`config.mk`:
```
export PLATFORM = sky130hd
export DESIGN_NAME = quiz_judge_scoreboard
export DESIGN_NICKNAME = d
export VERILOG_FILES = /design/src/rtl/quiz_judge_scoreboard.sv
export SDC_FILE = /design/constraint.sdc
export NUM_CORES = 1
export LEC_CHECK = 0
export ABC_AREA = 1
export CORE_MARGIN = 2
export CORE_UTILIZATION = 45
export CTS_BUF_LIST = sky130_fd_sc_hd__clkbuf_16
export CTS_CLUSTER_DIAMETER = 30
export DETAILED_ROUTE_END_ITERATION = 8
export PLACE_DENSITY = 0.8
export SLEW_MARGIN = 15
export SYNTH_ARGS = -nofsm -noshare
export SYNTH_HDL_FRONTEND = slang
export SYNTH_SLANG_ARGS = --single-unit
```
`constraint.sdc`:
```
create_clock -name clk -period 1.5 [get_ports clk]
set_input_delay 0.375 -clock clk [delete_from_list [all_inputs] [get_ports clk]]
set_output_delay 0.375 -clock clk [all_outputs]
set_load 0.05 [all_outputs]
```
`src/rtl/quiz_judge_scoreboard.sv`:
```
// quiz_judge_scoreboard: judges one quiz round at a time. It latches the first
// lit group, runs a bounded answer window, and applies the host verdict or a
// timeout to a saturating per-group score. It then pulses a clear request back
// to the lamp logic and waits for all lamps to go dark before re-arming.
// All outputs come straight from registers.
module quiz_judge_scoreboard #(
  parameter int ANSWER_CYCLES = 50,
  parameter int CLR_CYCLES    = 2,
  parameter int SCORE_W       = 4
) (
  input  logic               clk,
  input  logic               rst_n,
  input  logic [2:0]         lamp,
  input  logic               correct,
  input  logic               wrong,
  input  logic               score_clr,
  output logic               clr_req,
  output logic               busy,
  output logic [1:0]         grp,
  output logic [7:0]         remaining,
  output logic               timeout,
  output logic [SCORE_W-1:0] score0,
  output logic [SCORE_W-1:0] score1,
  output logic [SCORE_W-1:0] score2
);

  // The counter only has to reach CLR_CYCLES-1, but it needs at least one bit.
  localparam int CW = (CLR_CYCLES > 1) ? $clog2(CLR_CYCLES) : 1;
  localparam logic [CW-1:0] CLR_LAST = CW'(CLR_CYCLES - 1);
  localparam logic [7:0] WINDOW = 8'(ANSWER_CYCLES);

  typedef enum logic [1:0] {
    S_IDLE,
    S_ANSWER,
    S_CLEAR,
    S_WAIT_DARK
  } state_t;

  state_t             r_state;
  state_t             w_nextState;
  logic [1:0]         r_grp;
  logic [1:0]         w_nextGrp;
  logic [7:0]         r_remaining;
  logic [7:0]         w_nextRemaining;
  logic               r_clrReq;
  logic               w_nextClrReq;
  logic               r_timeout;
  logic               w_nextTimeout;
  logic               r_busy;
  logic [CW-1:0]      r_clrCnt;
  logic [CW-1:0]      w_nextClrCnt;
  logic               w_scoreInc;
  logic [1:0]         w_lowestLamp;
  logic [SCORE_W-1:0] r_score0;
  logic [SCORE_W-1:0] r_score1;
  logic [SCORE_W-1:0] r_score2;

  // Lowest set lamp bit wins when several groups light in the same cycle.
  always_comb begin
    w_lowestLamp = 2'd2;
    if (lamp[0]) begin
      w_lowestLamp = 2'd0;
    end else if (lamp[1]) begin
      w_lowestLamp = 2'd1;
    end
  end

  // State register for the round sequencer.
  always_ff @(posedge clk or negedge rst_n) begin
    if (!rst_n) begin
      r_state <= S_IDLE;
    end else begin
      r_state <= w_nextState;
    end
  end

  // Next-state and next-output logic; a verdict in ANSWER beats the timeout,
  // and wrong overrides correct when both are present.
  always_comb begin
    w_nextState     = r_state;
    w_nextGrp       = r_grp;
    w_nextRemaining = r_remaining;
    w_nextClrReq    = r_clrReq;
    w_nextTimeout   = 1'b0;
    w_nextClrCnt    = r_clrCnt;
    w_scoreInc      = 1'b0;
    case (r_state)
      S_IDLE: begin
        w_nextClrReq = 1'b0;
        if (lamp != 3'b000) begin
          w_nextGrp       = w_lowestLamp;
          w_nextRemaining = WINDOW;
          w_nextState     = S_ANSWER;
        end
      end
      S_ANSWER: begin
        if (wrong || correct || (r_remaining <= 8'd1)) begin
          w_nextState     = S_CLEAR;
          w_nextClrReq    = 1'b1;
          w_nextRemaining = 8'd0;
          w_nextClrCnt    = '0;
          w_scoreInc      = correct && !wrong;
          w_nextTimeout   = !correct && !wrong;
        end else begin
          w_nextRemaining = r_remaining - 8'd1;
        end
      end
      S_CLEAR: begin
        if (r_clrCnt == CLR_LAST) begin
          w_nextState  = S_WAIT_DARK;
          w_nextClrReq = 1'b0;
          w_nextClrCnt = '0;
        end else begin
          w_nextClrCnt = r_clrCnt + 1'b1;
        end
      end
      S_WAIT_DARK: begin
        w_nextClrReq = 1'b0;
        if (lamp == 3'b000) begin
          w_nextState = S_IDLE;
        end
      end
      default: begin
        w_nextState = S_IDLE;
      end
    endcase
  end

  // Registered copies of every round-related output plus the clear counter.
  always_ff @(posedge clk or negedge rst_n) begin
    if (!rst_n) begin
      r_grp       <= 2'd0;
      r_remaining <= 8'd0;
      r_clrReq    <= 1'b0;
      r_timeout   <= 1'b0;
      r_busy      <= 1'b0;
      r_clrCnt    <= '0;
    end else begin
      r_grp       <= w_nextGrp;
      r_remaining <= w_nextRemaining;
      r_clrReq    <= w_nextClrReq;
      r_timeout   <= w_nextTimeout;
      r_busy      <= (w_nextState != S_IDLE);
      r_clrCnt    <= w_nextClrCnt;
    end
  end

  // Saturating scores; a new-game clear takes precedence over any increment.
  always_ff @(posedge clk or negedge rst_n) begin
    if (!rst_n) begin
      r_score0 <= '0;
      r_score1 <= '0;
      r_score2 <= '0;
    end else if (score_clr) begin
      r_score0 <= '0;
      r_score1 <= '0;
      r_score2 <= '0;
    end else if (w_scoreInc) begin
      case (r_grp)
        2'd0: if (r_score0 != '1) r_score0 <= r_score0 + 1'b1;
        2'd1: if (r_score1 != '1) r_score1 <= r_score1 + 1'b1;
        default: if (r_score2 != '1) r_score2 <= r_score2 + 1'b1;
      endcase
    end
  end

  assign clr_req   = r_clrReq;
  assign busy      = r_busy;
  assign grp       = r_grp;
  assign remaining = r_remaining;
  assign timeout   = r_timeout;
  assign score0    = r_score0;
  assign score1    = r_score1;
  assign score2    = r_score2;

endmodule
```
# == After elaboration in Yosys (flattened, before gate mapping) ==
# Cells that the tools add are included.
# totals
register_bits,28
out_inout_bits,25
elab_cells,87
# classes
addsub,5
order_cmp,1
eq_ne,11
n_mux,32
reduce_logical,28
# op_table
cell,n
$mux W4,12
$reduce_bool A2 Y1,9
$mux W8,2
$pmux W8 S2,1
$add A4 B1 Y4 const B,3
$mux W2,6
$ne A4 B4 Y1 const B,3
$reduce_and A3 Y1,3
$le A8 B1 Y1 const B,1
$mux W1,8
$pmux W2 S4,1
$reduce_and A2 Y1,4
$sub A8 B1 Y8 const B,1
$ne A2 B2 Y1 const B,3
$eq A2 B1 Y1 const B,2
$eq A2 B2 Y1 const B,2
$logic_not A2 Y1,2
$reduce_or A2 Y1,2
$logic_not A3 Y1,1
$pmux W1 S3,1
$reduce_bool A3 Y1,1
$logic_and A1 B1 Y1,2
$logic_not A1 Y1,2
$logic_or A1 B1 Y1,2
3 further kinds,3

# == Longest topological paths before layout ==
# Gate-level depths: netlist (run 1).
# logic_depth
ltp_word,6
ltp_mapped,9
ltp_nobuf,9

# == Least setup slack after synthesis (run 1) ==
# No wires, ideal clock.
# synth_path
path_kind,register to register
startpoint,"register r_remaining[0], in the netlist remaining[0]"
endpoint,"register r_busy, in the netlist busy"
setup_ns,0.124
arrival_ns,1.550
required_ns,1.376
setup_slack_ns,-0.174
path_stages_with_launch,9
path_buffers,0
period_less_slack_ns,1.674
cell_sequence,dfrtp_1 inv_1 ha_1 nor2_1 nor2_1 nand2_1 nand2_1 a21oi_1 nand2_1
# synth_via
elab_chain_cells,5
# synth_lines
item,line,source
start: declaration,43,logic [7:0] r_remaining;
start signal: assignment,140,r_remaining <= w_nextRemaining;
$le A8 B1 Y1,97,if (wrong || correct || (r_remaining <= 8'd1)) begin
$logic_or A1 B1 Y1,97,
$mux W2,97,
$pmux W2 S4,87,case (r_state)
$reduce_bool A2 Y1,143,r_busy <= (w_nextState != S_IDLE);
end signal: assignment,143,
end: declaration,49,logic r_busy;
# Every way passes these cells.
# A chain may end at the register's enable or synchronous reset.

# == Worst setup path after layout (run 1) ==
# layout_path
startpoint,"register r_remaining[1], in the netlist remaining[1]"
endpoint,"register r_busy, in the netlist busy"
# layout_via
elab_chain_cells,5
# layout_lines
item,line,source
$le A8 B1 Y1,97,
$logic_or A1 B1 Y1,97,
$mux W2,97,
$pmux W2 S4,87,
named net w_nextState[0],40,state_t w_nextState;
$reduce_bool A2 Y1,143,
# The timed path passes the listed nets, and every way through them passes these cells.

==> results of run 1 <==
==> routing by layer <==
| metal | wire length (µm) | up-vias | track usage |
|---|---|---|---|
| li1 | - | 737 | - |
| met1 | 1432 | 678 | 0.2062 |
| met2 | 1979 | 31 | 0.3724 |
| met3 | 107 | 4 | 0.03646 |
| met4 | 53 | 0 | 0.06383 |
| met5 | 0 | - | 0 |
==> cell usage after synthesis, drive strengths merged <==
library cell,n,share of area
nor2,30,0.093
ha,5,0.038
xor2,6,0.032
inv,26,0.066
xnor2,2,0.011
nand2,71,0.21
buf,1,0.0045
a21oi,4,0.014
nand4,1,0.0038
o22ai,2,0.0075
or2,3,0.011
dfrtp,28,0.42
o21ai,11,0.042
nand3,16,0.051
==> state kept, by name (all words and copies together), names as in the netlist <==
register / count
busy: 1
clr_req: 1
grp: 2
r_clrCnt: 1
r_state: 2
remaining: 8
score0: 4
score1: 4
score2: 4
timeout: 1
==> logic make-up after synthesis <==
group           Yosys count  synth area share
compound gates           17           0.06381
xor+xnor                  8           0.04204
fa+ha+maj                 5           0.03754
buf+inv                  27           0.07057
flops                    28            0.4204
simple gates            121            0.3656
==> worst max-delay path, stage by stage, from the launching register on <==
cell	delay [ps]
dfrtp_2	410
inv_1	90
ha_2	200
nor2_2	50
nor2_1	140
nand2_2	110
nand2_4	120
nand3_2	80
inv_1	60
nand2_1	40
==> placed cells by master (no fill, tap or decap), drive strengths merged <==
master and n:
a21oi 4, buf 38, clkbuf 3, clkdlybuf4s50 6, clkinv 1, dfrtp 28
dlymetal6s2s 1, ha 5, inv 26, nand2 71, nand3 16, nand4 1
nor2 30, o21ai 11, o22ai 2, or2 3, xnor2 2, xor2 6
==> metrics by stage <==
step                hold slack (ps)  utilization
floorplan                     79.41            -
global route                  493.8       0.7051
finish                        463.4       0.7051
detailed placement            542.7       0.6752
CTS                           473.3       0.6971
global placement              525.2       0.6752
==> final timing paths <==
| kind | cells after the start | end | slack (ps) | startpoint |
|---|---|---|---|---|
| worst min register to register | 2 | clr_req$_DFFE_PN0P_ | 550 | clr_req$_DFFE_PN0P_ |
| worst max-delay path | 9 | busy$_DFF_PN0_ | 90 | remaining[1]$_DFFE_PN0P_ |
| max in group asynchronous | 2 | score1[0]$_DFFE_PN0P_ | 860 | rst_n |
| min in group clk | 2 | clr_req$_DFFE_PN0P_ | 550 | clr_req$_DFFE_PN0P_ |
| worst min-delay path | 2 | remaining[7]$_DFFE_PN0P_ | 460 | rst_n |
| worst max register to register | 9 | busy$_DFF_PN0_ | 90 | remaining[1]$_DFFE_PN0P_ |
==> power groups by stage <==
stage	combinational [mW]	clock (mW)	sequential, mW
after detailed placement	3.14	0	1.37
after global placement	3.08	0	1.36
final	3.19	0.610	1.35
after CTS	3.15	0.618	1.36
after floorplan	1.12	0	1.97
after global routing	3.43	0.665	1.40
==> layout make-up <==
cell class | instances | area, µm² | share of cell area
clock inverters | 1 | 3.754 | 0.001476
repair buffers | 45 | 708.2 | 0.2785
inverters | 26 | 110.1 | 0.04331
well taps | 48 | 60.06 | 0.02362
flip-flops and latches | 28 | 710.7 | 0.2795
clock buffers | 3 | 75.07 | 0.02953
multi-input cells | 151 | 874.6 | 0.3440
==> summary.md, run 1 <==
| Metric | Value |
|---|---|
| Run status | complete, no violations |
| Final Cell Area | 0.002542 mm² |
| Critical Path RT | 1650 ps |
| Synthesis-to-layout area growth | 52.55% |
| Synth cell types | 27 |
| Startpoint Class | register |
| Final cycle utilization of the critical path | 0.9433 |
| Routed WL per cell | 11.83 µm |
| Combinational power share | 0.620 |
| Vert. Die Dim | 64.86 µm |
| CTS Sinks | 28 |
| Initial antenna violation count | 0 |
| I/O pin count | 33 |
| Die X | 64.86 µm |
| Period minus WS final | 1415 ps |
| Drt via density | 4.801 |
| Tot Pwr | 5.157 mW |
| ANT nets after route | 0 |
| Iteration count of the initial detailed-routing pass | 4 |
| CP Capture Type | register |
| Area post-placement | 0.002435 mm² |
| Fin Clk Skew | 9.232 ps |
| Antenna cells | 0 |
| Max Cap Viol | 0 |
| First-pass GRT wire length | 6182 µm |
| Synth Register Bits | 28 |
| H-tree depth | 1 |
| Overflow after GRT | 0 |
| Layout cells sized above 1 | 0.3425 |
| PortBufs | 32 |
| Number of global-route vias before repair | 1453 |
| Post-Place Cells | 298 |
| Die area | 0.004206 mm² |
| TritonCTS Buffers | 3 |
| Final setup fails | 0 |
| Max-slew violations | 0 |
| Post-DP HPWL | 2770 µm |
| Clk network pwr share | 0.118 |
| Final std cells w/o fill | 302 |
| Critical path arrival | 1560 ps |
| Fill count | 251 |
| CTS max path bufs | 2 |
| DRC | 0 |
| Clk Latency, worst-skew pair | 270 ps |
| Seq/Total Area, Yosys | 0.4204 |
| Hold_buf cts | 0 |
| Setup Fix Bufs, Post-CTS | 0 |
| Normalized max-slew margin | 0.8082 |
| Rows | 22 |
| Slew @ Worst Pin | 286.7 ps |
| Synth Cell Area | 0.001667 mm² |
| Clk pin slew, worst setup/hold paths | 70 ps |
| Worst min-delay path category | in -> async |
| Largest net degree at the start of global routing | 29 |
| Fin. Hold Viols | 0 |
| Peak Freq | 706.8 MHz |
| Reg power frac | 0.262 |
| PD cells | 2028 mW/mm² |
| GR Util All Layers | 0.1924 |
| Nets@finish | 268 |
| Global placer's final weighted congestion | 0.8473 |
| Switching Share | 0.4604 |
| Place WS | -156.9 ps |
| Root Buffer | clkbuf_16 |
| Internal | 2.783 mW |
| Resize count post-CTS | 0 |
| Iter 0 DRT Violations | 62 |
| CORE AREA | 0.003606 mm² |
| Setup Crit Path Kind | reg -> reg |
| Synth Net Count | 219 |
| Post-Syn Instances | 206 |
| CTS tree | yes |
| Leak | 1.286 nW |
| DR vias | 1450 |
| Initial Util | 0.4622 |
| P_sw | 2.374 mW |
| Worst vdd ir | 1227 µV |
| Ys Warns | 0 |
| Mean Syn Cell Area | 8.090 µm² |
| Final wirelength | 3572 µm |
| Final WS setup | 85.07 ps |
| Final setup TNS | 0 ps |
| Max FO, Critical Path | 6 |
(Power assumes the default switching activity.)
==> inputs of run 2 (changes only) <==
- ABC_CLOCK_PERIOD_IN_PS: not set -> 1500
==> results of run 2 <==
No change in the layout: final DEF, timing and power equal those of run 1.
==> inputs of run 3 (changes only) <==
- SKIP_LAST_GASP: not set -> 1
==> summary.md, run 3 (synthesis gave the netlist of run 1 again) <==
| Metric | Value |
|---|---|
| Run status | complete, no violations |
| Max FO, Critical Path | 6 (unchanged) |
| Global route hottest layer | met2 |
| I/O pin count | 33 (unchanged) |
| CTS Sinks | 28 (unchanged) |
| Hold WS | 465.6 ps (+2.197 ps) |
| Period minus WS final | 1422 ps (+6.793 ps) |
| Iteration count of the initial detailed-routing pass | 4 (unchanged) |
| Antenna cells | 0 (unchanged) |
| Initial Util | 0.4622 (unchanged) |
| Hold_buf cts | 0 (unchanged) |
| PD cells | 2026 mW/mm² (-0.10%) |
| Fill count | 253 (+0.80%) |
| Fin Clk Skew | 6.063 ps (-3.169 ps) |
| Routed WL per cell | 11.78 µm (-0.42%) |
| Iter 0 DRT Violations | 66 (+6.5%) |
| Worst vdd ir | 1223 µV (-0.30%) |
| DRC | 0 (unchanged) |
| Area post-placement | 0.002435 mm² (unchanged) |
| Internal | 2.778 mW (-0.15%) |
| Peak Freq | 703.4 MHz (-0.48%) |
| Drt via density | 4.825 (+0.48%) |
| GR Util All Layers | 0.1924 (unchanged) |
| Global placer's final weighted congestion | 0.8473 (unchanged) |
| Vert. Die Dim | 64.86 µm (unchanged) |
| DR vias | 1457 (+0.48%) |
| Rows | 22 (unchanged) |
| Synthesis-to-layout area growth | 52.40% (about the same) |
| First-pass GRT wire length | 6182 µm (unchanged) |
| Initial antenna violation count | 0 (unchanged) |
| Reg power frac | 0.263 (about the same) |
| Die X | 64.86 µm (unchanged) |
| Post-DP HPWL | 2770 µm (unchanged) |
| Clk pin slew, worst setup/hold paths | 70 ps (about the same) |
| Met2 global-route usage | 0.3724 (unchanged) |
| Unrepaired setup endpoints after global routing | true |
| H-tree depth | 1 (unchanged) |
| PortBufs | 32 (unchanged) |
| Leak | 1.288 nW (about the same) |
| Die area | 0.004206 mm² (unchanged) |
| Most frequent cells in the layout | nand2_1, buf_12, nor2_1 |
| CP Capture Type | register |
| Max FFs per register | 8 (unchanged) |
| Max-slew violations | 0 (unchanged) |
| Clk network pwr share | 0.118 (about the same) |
| Most common cell after layout, fill and taps aside | nand2_1 |
| Worst min-delay path category | in -> async |
| Layout cells sized above 1 | 0.3386 (-0.003937) |
| Largest net degree at the start of global routing | 29 (unchanged) |
| Worst Reg2Reg Path Length in Cells | 9 (unchanged) |
| GRT met1 Usage | 0.2062 (unchanged) |
| Critical path arrival | 1570 ps (about the same) |
| Final core utilization | 0.7044 (about the same) |
| Final Cell Area | 0.002540 mm² (about the same) |
| Setup Fix Bufs, Post-CTS | 0 (unchanged) |
| TritonCTS Buffers | 3 (unchanged) |
| FF/Latch Area | 710.7 µm² (unchanged) |
| CTS tree | yes |
| Switching Share | 0.4601 (about the same) |
| Setup Crit Path Kind | reg -> reg |
| Final cycle utilization of the critical path | 0.9478 (+0.004529) |
| Max Cap Viol | 0 (unchanged) |
| ANT nets after route | 0 (unchanged) |
| Critical Path RT | 1650 ps (about the same) |
| Startpoint Class | register |
| CORE AREA | 0.003606 mm² (unchanged) |
| Final std cells w/o fill | 302 (unchanged) |
| Nets@finish | 268 (unchanged) |
| Root Buffer | clkbuf_16 |
| Fin. Hold Viols | 0 (unchanged) |
| Combinational power share | 0.619 (about the same) |
| Global Route met3 Usage | 0.03646 (unchanged) |
| Overflow after GRT | 0 (unchanged) |
| Final setup fails | 0 (unchanged) |
| Clk Latency, worst-skew pair | 260 ps (about the same) |
| Slew @ Worst Pin | 287.1 ps (+0.3903 ps) |
| Number of global-route vias before repair | 1453 (unchanged) |
| Final wirelength | 3557 µm (-0.42%) |
| Normalized max-slew margin | 0.8079 (about the same) |
| P_sw | 2.368 mW (-0.26%) |
| CTS max path bufs | 2 (unchanged) |
| Post-Place Cells | 298 (unchanged) |
| Area of the multi-input gates | 872.1 µm² (-0.29%) |
## run 3: changes by cell type in the layout (fill, tap and decap cells not counted)
cell  before  now
ha_1       4    5
ha_2       1    0
## run 3: layout make-up
| class | instances | area share |
|---|---|---|
| Sequential cell | 28 | 0.2798 |
| Tap cell | 48 | 0.02365 |
| Inverter | 26 | 0.04335 |
| Multi-Input combinational cell | 151 | 0.3433 |
| Clock buffer | 3 | 0.02956 |
| Timing Repair Buffer | 45 | 0.2788 |
| Clock inverter | 1 | 0.001478 |
## run 3: per-layer routing
layer  routed length, µm  vias up  share of wire
li1                    -      737              -
met1                1398      689           0.39
met2                2001       27           0.56
met3                 104        4          0.029
met4                  53        0          0.015
met5                   0        -              0
## run 3: timing repair
action	4_1_cts	5_1_grt
hold endpoints to repair	0	0
setup endpoints to repair	0	9
resized for setup	0	8
## run 3: path summary, 6_finish.rpt
path                                     startpoint                  endpoint  slack [ps]
hold / removal                                rst_n  remaining[7]$_DFFE_PN0P_         470
setup reg to reg           remaining[1]$_DFFE_PN0P_            busy$_DFF_PN0_          80
hold reg to reg                 clr_req$_DFFE_PN0P_       clr_req$_DFFE_PN0P_         550
max in group asynchronous                     rst_n     score1[0]$_DFFE_PN0P_         860
setup / recovery           remaining[1]$_DFFE_PN0P_            busy$_DFF_PN0_          80
min in group clk                clr_req$_DFFE_PN0P_       clr_req$_DFFE_PN0P_         550
## run 3: power groups by stage
stage | sequential, mW | clock, mW | combinational, mW
finish | 1.35 | 0.606 | 3.19
global route | 1.40 | 0.665 | 3.43
CTS | 1.36 | 0.618 | 3.15
detailed placement | 1.37 | 0 | 3.14
global placement | 1.36 | 0 | 3.08
floorplan | 1.97 | 0 | 1.12
## run 3: critical path, stage by stage (launching register included)
cell and delay [ps]:
dfrtp_2 410, inv_1 90, ha_1 200, nor2_2 60, nor2_1 140, nand2_2 110
nand2_4 120, nand3_2 80, inv_1 60, nand2_1 40
## run 3: through the flow
stage / setup TNS (ps) / power, mW / setup WS [ps]
finish: 0 / 5.147 / 78.28
floorplan: -12.81 / 3.097 / -12.81
CTS: 0 / 5.126 / 30.35
global placement: -1586 / 4.436 / -132.6
detailed placement: -2239 / 4.505 / -156.9
global route: -62.48 / 5.486 / -23.25
